$ cat src/rtl/pipe_stage_reg_pkg.sv
// Shared definitions for the ID/EX pipeline stage register: bundle field widths,
// packing order (opcode in the MSBs) and occupancy width.
package pipe_stage_reg_pkg;

  localparam int OPCODE_W = 7;
  localparam int FUNCT3_W = 3;
  localparam int FUNCT7_W = 7;
  localparam int REG_W    = 5;
  localparam int IMM_W    = 32;
  localparam int LWSW_W   = 2;

  localparam int ID_EX_W  = OPCODE_W + FUNCT3_W + FUNCT7_W + 3 * REG_W + IMM_W + LWSW_W + 4;
  localparam int OCC_W    = 2;

  // Field order is the packing order: the first member lands in the MSBs.
  typedef struct packed {
    logic [OPCODE_W-1:0] opcode;
    logic [FUNCT3_W-1:0] funct3;
    logic [FUNCT7_W-1:0] funct7;
    logic [REG_W-1:0]    src1;
    logic [REG_W-1:0]    src2;
    logic [REG_W-1:0]    dest;
    logic [IMM_W-1:0]    imm;
    logic [LWSW_W-1:0]   lw_sw;
    logic                reg_write;
    logic                mem_read;
    logic                mem_write;
    logic                mem_to_reg;
  } id_ex_t;

  function automatic id_ex_t unpack_id_ex(input logic [ID_EX_W-1:0] i_bits);
    return id_ex_t'(i_bits);
  endfunction

endpackage

$ cat src/rtl/skid_slot.sv
// One-entry holding register with a valid bit; load captures data, clear drops
// the valid bit but leaves the payload untouched.
module skid_slot
  import pipe_stage_reg_pkg::*;
#(
  parameter int DATA_W = ID_EX_W
) (
  input  logic              clk,
  input  logic              rst,
  input  logic              i_load,
  input  logic              i_clear,
  input  logic [DATA_W-1:0] i_data,
  output logic              o_valid,
  output logic [DATA_W-1:0] o_data
);

  logic              r_valid;
  logic [DATA_W-1:0] r_data;

  always_ff @(posedge clk) begin
    if (rst) begin
      r_valid <= 1'b0;
      r_data  <= '0;
    end else begin
      if (i_clear)     r_valid <= 1'b0;
      else if (i_load) r_valid <= 1'b1;
      if (i_load)      r_data  <= i_data;
    end
  end

  assign o_valid = r_valid;
  assign o_data  = r_data;

endmodule

$ cat src/rtl/pipe_stage_reg.sv
// Valid/ready pipeline stage register. SKID_EN=1 adds a skid slot so in_ready can
// come straight from a flop; SKID_EN=0 is a single register with combinational ready.
module pipe_stage_reg
  import pipe_stage_reg_pkg::*;
#(
  parameter int DATA_W  = ID_EX_W,
  parameter bit SKID_EN = 1'b1
) (
  input  logic              clk,
  input  logic              rst,
  input  logic              flush,
  input  logic              in_valid,
  output logic              in_ready,
  input  logic [DATA_W-1:0] in_data,
  output logic              out_valid,
  input  logic              out_ready,
  output logic [DATA_W-1:0] out_data,
  output logic [OCC_W-1:0]  occupancy
);

  logic              r_main_valid;
  logic [DATA_W-1:0] r_main_data;
  logic              w_skid_valid;
  logic [DATA_W-1:0] w_skid_data;
  logic              w_in_xfer;
  logic              w_out_xfer;

  assign w_in_xfer  = in_valid && in_ready;
  assign w_out_xfer = r_main_valid && out_ready;
  assign occupancy  = OCC_W'(r_main_valid) + OCC_W'(w_skid_valid);

  generate
    if (SKID_EN) begin : g_skid
      logic             r_in_ready;
      logic [OCC_W-1:0] w_occ_next;

      // NOTE: default assignment first, so no path through this block infers a latch.
      always_comb begin
        w_occ_next = occupancy;
        if (flush)                         w_occ_next = '0;
        else if (w_in_xfer && !w_out_xfer) w_occ_next = occupancy + OCC_W'(1);
        else if (!w_in_xfer && w_out_xfer) w_occ_next = occupancy - OCC_W'(1);
      end

      always_ff @(posedge clk) begin
        if (rst) r_in_ready <= 1'b1;
        else     r_in_ready <= (w_occ_next != OCC_W'(2));
      end

      // The skid slot only fills when main is held and not draining this cycle.
      skid_slot #(.DATA_W(DATA_W)) u_skid (
        .clk     (clk),
        .rst     (rst),
        .i_load  (w_in_xfer && r_main_valid && !w_out_xfer && !flush),
        .i_clear (flush || w_out_xfer),
        .i_data  (in_data),
        .o_valid (w_skid_valid),
        .o_data  (w_skid_data)
      );

      assign in_ready = r_in_ready;
    end else begin : g_noskid
      assign w_skid_valid = 1'b0;
      assign w_skid_data  = '0;
      assign in_ready     = !r_main_valid || out_ready;
    end
  endgenerate

  // NOTE: state registers use non-blocking assignments so every flop samples pre-edge values.
  always_ff @(posedge clk) begin
    if (rst) begin
      r_main_valid <= 1'b0;
      // NOTE: payload is reset so out_data reads zero after reset; flush leaves it alone.
      r_main_data  <= '0;
    end else if (flush) begin
      r_main_valid <= 1'b0;
    end else if (w_out_xfer && w_skid_valid) begin
      r_main_data  <= w_skid_data;
    end else if (w_in_xfer && (!r_main_valid || w_out_xfer)) begin
      r_main_valid <= 1'b1;
      r_main_data  <= in_data;
    end else if (w_out_xfer) begin
      r_main_valid <= 1'b0;
    end
  end

  assign out_valid = r_main_valid;
  assign out_data  = r_main_data;

endmodule

$ cat config.mk
export PLATFORM = sky130hd
export DESIGN_NAME = pipe_stage_reg
export DESIGN_NICKNAME = d
export VERILOG_FILES = /design/src/rtl/pipe_stage_reg_pkg.sv /design/src/rtl/skid_slot.sv /design/src/rtl/pipe_stage_reg.sv
export SDC_FILE = /design/constraint.sdc
export NUM_CORES = 1
export LEC_CHECK = 0
export CORE_UTILIZATION = 52
export DETAILED_ROUTE_END_ITERATION = 16
export PLACE_DENSITY = 0.85
export SLEW_MARGIN = 20
export SYNTH_ARGS = -nofsm -noshare
export SYNTH_HDL_FRONTEND = slang
export SYNTH_SLANG_ARGS = --single-unit
$ cat constraint.sdc
create_clock -name clk -period 4.5 [get_ports clk]
set_input_delay 0.45 -clock clk [delete_from_list [all_inputs] [get_ports clk]]
set_output_delay 0.45 -clock clk [all_outputs]
set_load 0.05 [all_outputs]
==> run summary <==
========================================================================================
Placeable Area                                                                 10400 um2
Peak supply drop                                                              0.000237 V
Number of distinct library cells after synthesis                                      21
Final net count                                                                      910
Number of cells on the worst reg-to-reg path                                           5
Outcome                                                                     finished, final reports clean
Clk sinks                                                                            143
Clock buffers created by TritonCTS                                                    17
Worst flop-to-flop path startpoint                                          out_valid$_SDFFE_PP0P_
Cts repair resizes                                                                     0
Crit. End Element                                                             output pin
Overall die height                                                                105 um
Initial antenna violation count                                                        0
Global route overflow                                                                  0
Site Rows                                                                             37
Number of violations reported at the end of detailed-routing iteration 0             289
First-pass iteration count of the detailed router                                      5
Register Area                                                                   2860 um2
Origin of the worst min-delay path                                          g_skid.u_skid.o_data[21]$_SDFFE_PP0P_
Layout overhead on the synthesized area                                            36.3%
Vias in the first global route                                                      5247
Hold endpoint                                                               g_skid.u_skid.o_data[21]$_SDFFE_PP0P_
Startpoint type of the worst setup path                                        flip-flop
Hold buffers post-CTS                                                                  0
Hold Path Stages                                                                       2
Post-synthesis instance area                                                    5560 um2
Buffer depth of the longest clock path                                                 2
Via density                                                                         5.56
Syn Nets                                                                             797
Static leakage                                                                0.00267 uW
Sequential area share after synthesis                                              0.515
Worst flop-to-flop path endpoint                                            out_data[25]$_SDFFE_PP0P_
CTS clk-pin slew, worst paths                                                    0.06 ns
F_max                                                                          0.363 GHz
Finished Core Util                                                                 0.732
Most common cell after layout, fill and taps aside                          sky130_fd_sc_hd__nand2_1
Worst-path fanout max                                                                  9
Starting Density                                                                   0.537
Library cell used as clock root buffer                                      sky130_fd_sc_hd__clkbuf_8
Flop and latch count out of synthesis                                                143
Number of slew-limit violations in the final report                                    0
Detailed placer's ending HPWL                                                    8.85 mm
Remaining max-slew budget at the tightest pin                                      0.372
Period minus WS final                                                            2.76 ns
Fraction of layout cells with a size suffix above 1                               0.0544
Number of port buffers                                                               148
Total setup buffers inserted after CTS                                                 0
Area of the multi-input gates                                                   2470 um2
Total number of yosys warnings                                                         0
Final setup fails                                                                      0
GRT Total Usage                                                                    0.265
Setup Skew                                                                    0.00847 ns
Global-route wire length before repair                                           23.9 mm
Count of endpoints failing hold in the final timing report                             0
Clock tree from TritonCTS                                                           done
Worst-margin pin slew                                                           0.942 ns
Gpl congestion                                                                     0.764
Setup total negative slack                                                          0 ns
Maximum number of pins on one net before global-route repair                          97
Total die area                                                                 11100 um2
Startpoint-to-endpoint class of the critical path                           flip-flop to output pin
Count of max-cap constraint violations                                                 0
Data arrival time of the worst path                                              2.31 ns
Unrepaired setup endpoints after global routing                                    false
Clock latency on the worst-skew pair                                             0.51 ns
Cell count after synthesis                                                           719
Worst reg2reg setup slack                                                        2.05 ns
Mean Syn Cell Area                                                              7.74 um2
Top-Level Pins                                                                       149
DRC violations left                                                                    0
Via total after detailed routing                                                    5451
Maximum level of the CTS H-tree                                                        4
Final wirelength                                                                 14.6 mm
Hold Crit Class                                                             flip-flop to flip-flop
Number of inserted diodes                                                              0
Highest-count cells in the layout ignoring fill and taps                    sky130_fd_sc_hd__nand2_1, sky130_fd_sc_hd__clkdlybuf4s50_1, sky130_fd_sc_hd__dfxtp_1, sky130_fd_sc_hd__nor2_1, sky130_fd_sc_hd__a21oi_1
Die Width                                                                         105 um
Portion of the clock cycle consumed by the worst path in the final layout          0.612
Critical path required time                                                      4.05 ns
Average wire per standard cell                                                   14.9 um
Power per cell area                                                           404 nW/um2
Number of fill cells in the layout                                                   801
Count of antenna-violating nets left after detailed routing                            0
========================================================================================
==> layout make-up <==
type                            instances  share of cell area
Timing Repair Buffer                  155               0.202
Tap cell                              136              0.0224
Inverter                                3             0.00148
Clock inverter                         12              0.0130
Sequential cell                       143               0.377
Clock buffer                           20              0.0587
Multi-Input combinational cell        512               0.325
==> metal layers <==
metal	share of wire	track usage	vias up
met5	0	0	-
met4	0.026	0.111	0
met3	0.062	0.0668	37
met2	0.49	0.441	186
met1	0.42	0.325	2580
li1	-	-	2648
==> synthesized netlist by cell type <==
library cell | instances | area share
sky130_fd_sc_hd__a21oi_1 | 71 | 0.064
sky130_fd_sc_hd__a21boi_0 | 1 | 0.0013
sky130_fd_sc_hd__or3_1 | 1 | 0.0011
sky130_fd_sc_hd__nand2_1 | 285 | 0.19
sky130_fd_sc_hd__inv_1 | 2 | 0.0013
sky130_fd_sc_hd__buf_4 | 4 | 0.0054
sky130_fd_sc_hd__o2111ai_1 | 1 | 0.0016
sky130_fd_sc_hd__dfxtp_1 | 143 | 0.51
sky130_fd_sc_hd__a221oi_2 | 1 | 0.0027
sky130_fd_sc_hd__clkbuf_1 | 48 | 0.032
sky130_fd_sc_hd__nand3_1 | 2 | 0.0018
sky130_fd_sc_hd__a211o_1 | 1 | 0.0016
sky130_fd_sc_hd__or3b_2 | 1 | 0.0016
sky130_fd_sc_hd__a311oi_1 | 70 | 0.11
sky130_fd_sc_hd__xor2_1 | 1 | 0.0016
sky130_fd_sc_hd__ha_1 | 3 | 0.0067
sky130_fd_sc_hd__inv_2 | 1 | 0.00067
sky130_fd_sc_hd__buf_2 | 9 | 0.0081
sky130_fd_sc_hd__nor3_2 | 1 | 0.0018
sky130_fd_sc_hd__o21ai_0 | 1 | 0.00090
sky130_fd_sc_hd__nor2_1 | 72 | 0.049
==> state kept, by name, indices dropped and copies added, names as in the netlist <==
register               count
g_skid.u_skid.o_valid      1
in_ready                   1
out_valid                  1
g_skid.u_skid.o_data      70
out_data                  70
==> per-stage QoR <==
step                      power [uW]  hold WS [ns]  std cells  setup WS, ns  cell area, um2
after global placement          1810         0.441        949          1.84            7040
after floorplan                 1640         0.437        719          2.17            5560
after global routing            3170         0.471        981          1.62            7590
after CTS                       3080         0.455        981          1.73            7590
final                           3060         0.454        981          1.74            7590
after detailed placement        1820         0.447        949          1.73            7040
==> power by group <==
group	internal, uW	switching [uW]
clock network	717	548
registers	1320	28.9
logic	173	282
total	2210	859
==> kinds of logic after synthesis <==
family                   after synthesis  synth area share
AO/OA/AOI/OAI                        146             0.182
buffers and inverters                 64            0.0479
flip-flops                           143             0.515
XOR/XNOR                               1           0.00157
AND/OR/NAND/NOR                      362             0.247
adder cells (fa/ha/maj)                3           0.00675
==> worst max path at each step <==
stage | from | to | slack [ns] | cells after the start
after global placement | out_ready | out_data[21]$_SDFFE_PP0P_ | 1.84 | 6
after floorplan | out_valid$_SDFFE_PP0P_ | in_ready$_SDFF_PP1_ | 2.17 | 5
after detailed placement | out_ready | out_data[36]$_SDFFE_PP0P_ | 1.73 | 6
final | out_valid$_SDFFE_PP0P_ | occupancy[0] | 1.74 | 3
after CTS | out_valid$_SDFFE_PP0P_ | occupancy[0] | 1.73 | 3
after global routing | out_valid$_SDFFE_PP0P_ | occupancy[0] | 1.62 | 3
==> worst max-delay path: stages, from the launching register on <==
cell and delay [ns]:
sky130_fd_sc_hd__dfxtp_1 0.54, sky130_fd_sc_hd__inv_1 0.12, sky130_fd_sc_hd__ha_1 0.33, sky130_fd_sc_hd__clkdlybuf4s50_1 0.81
Note: power is estimated with default switching activity, not from simulation.
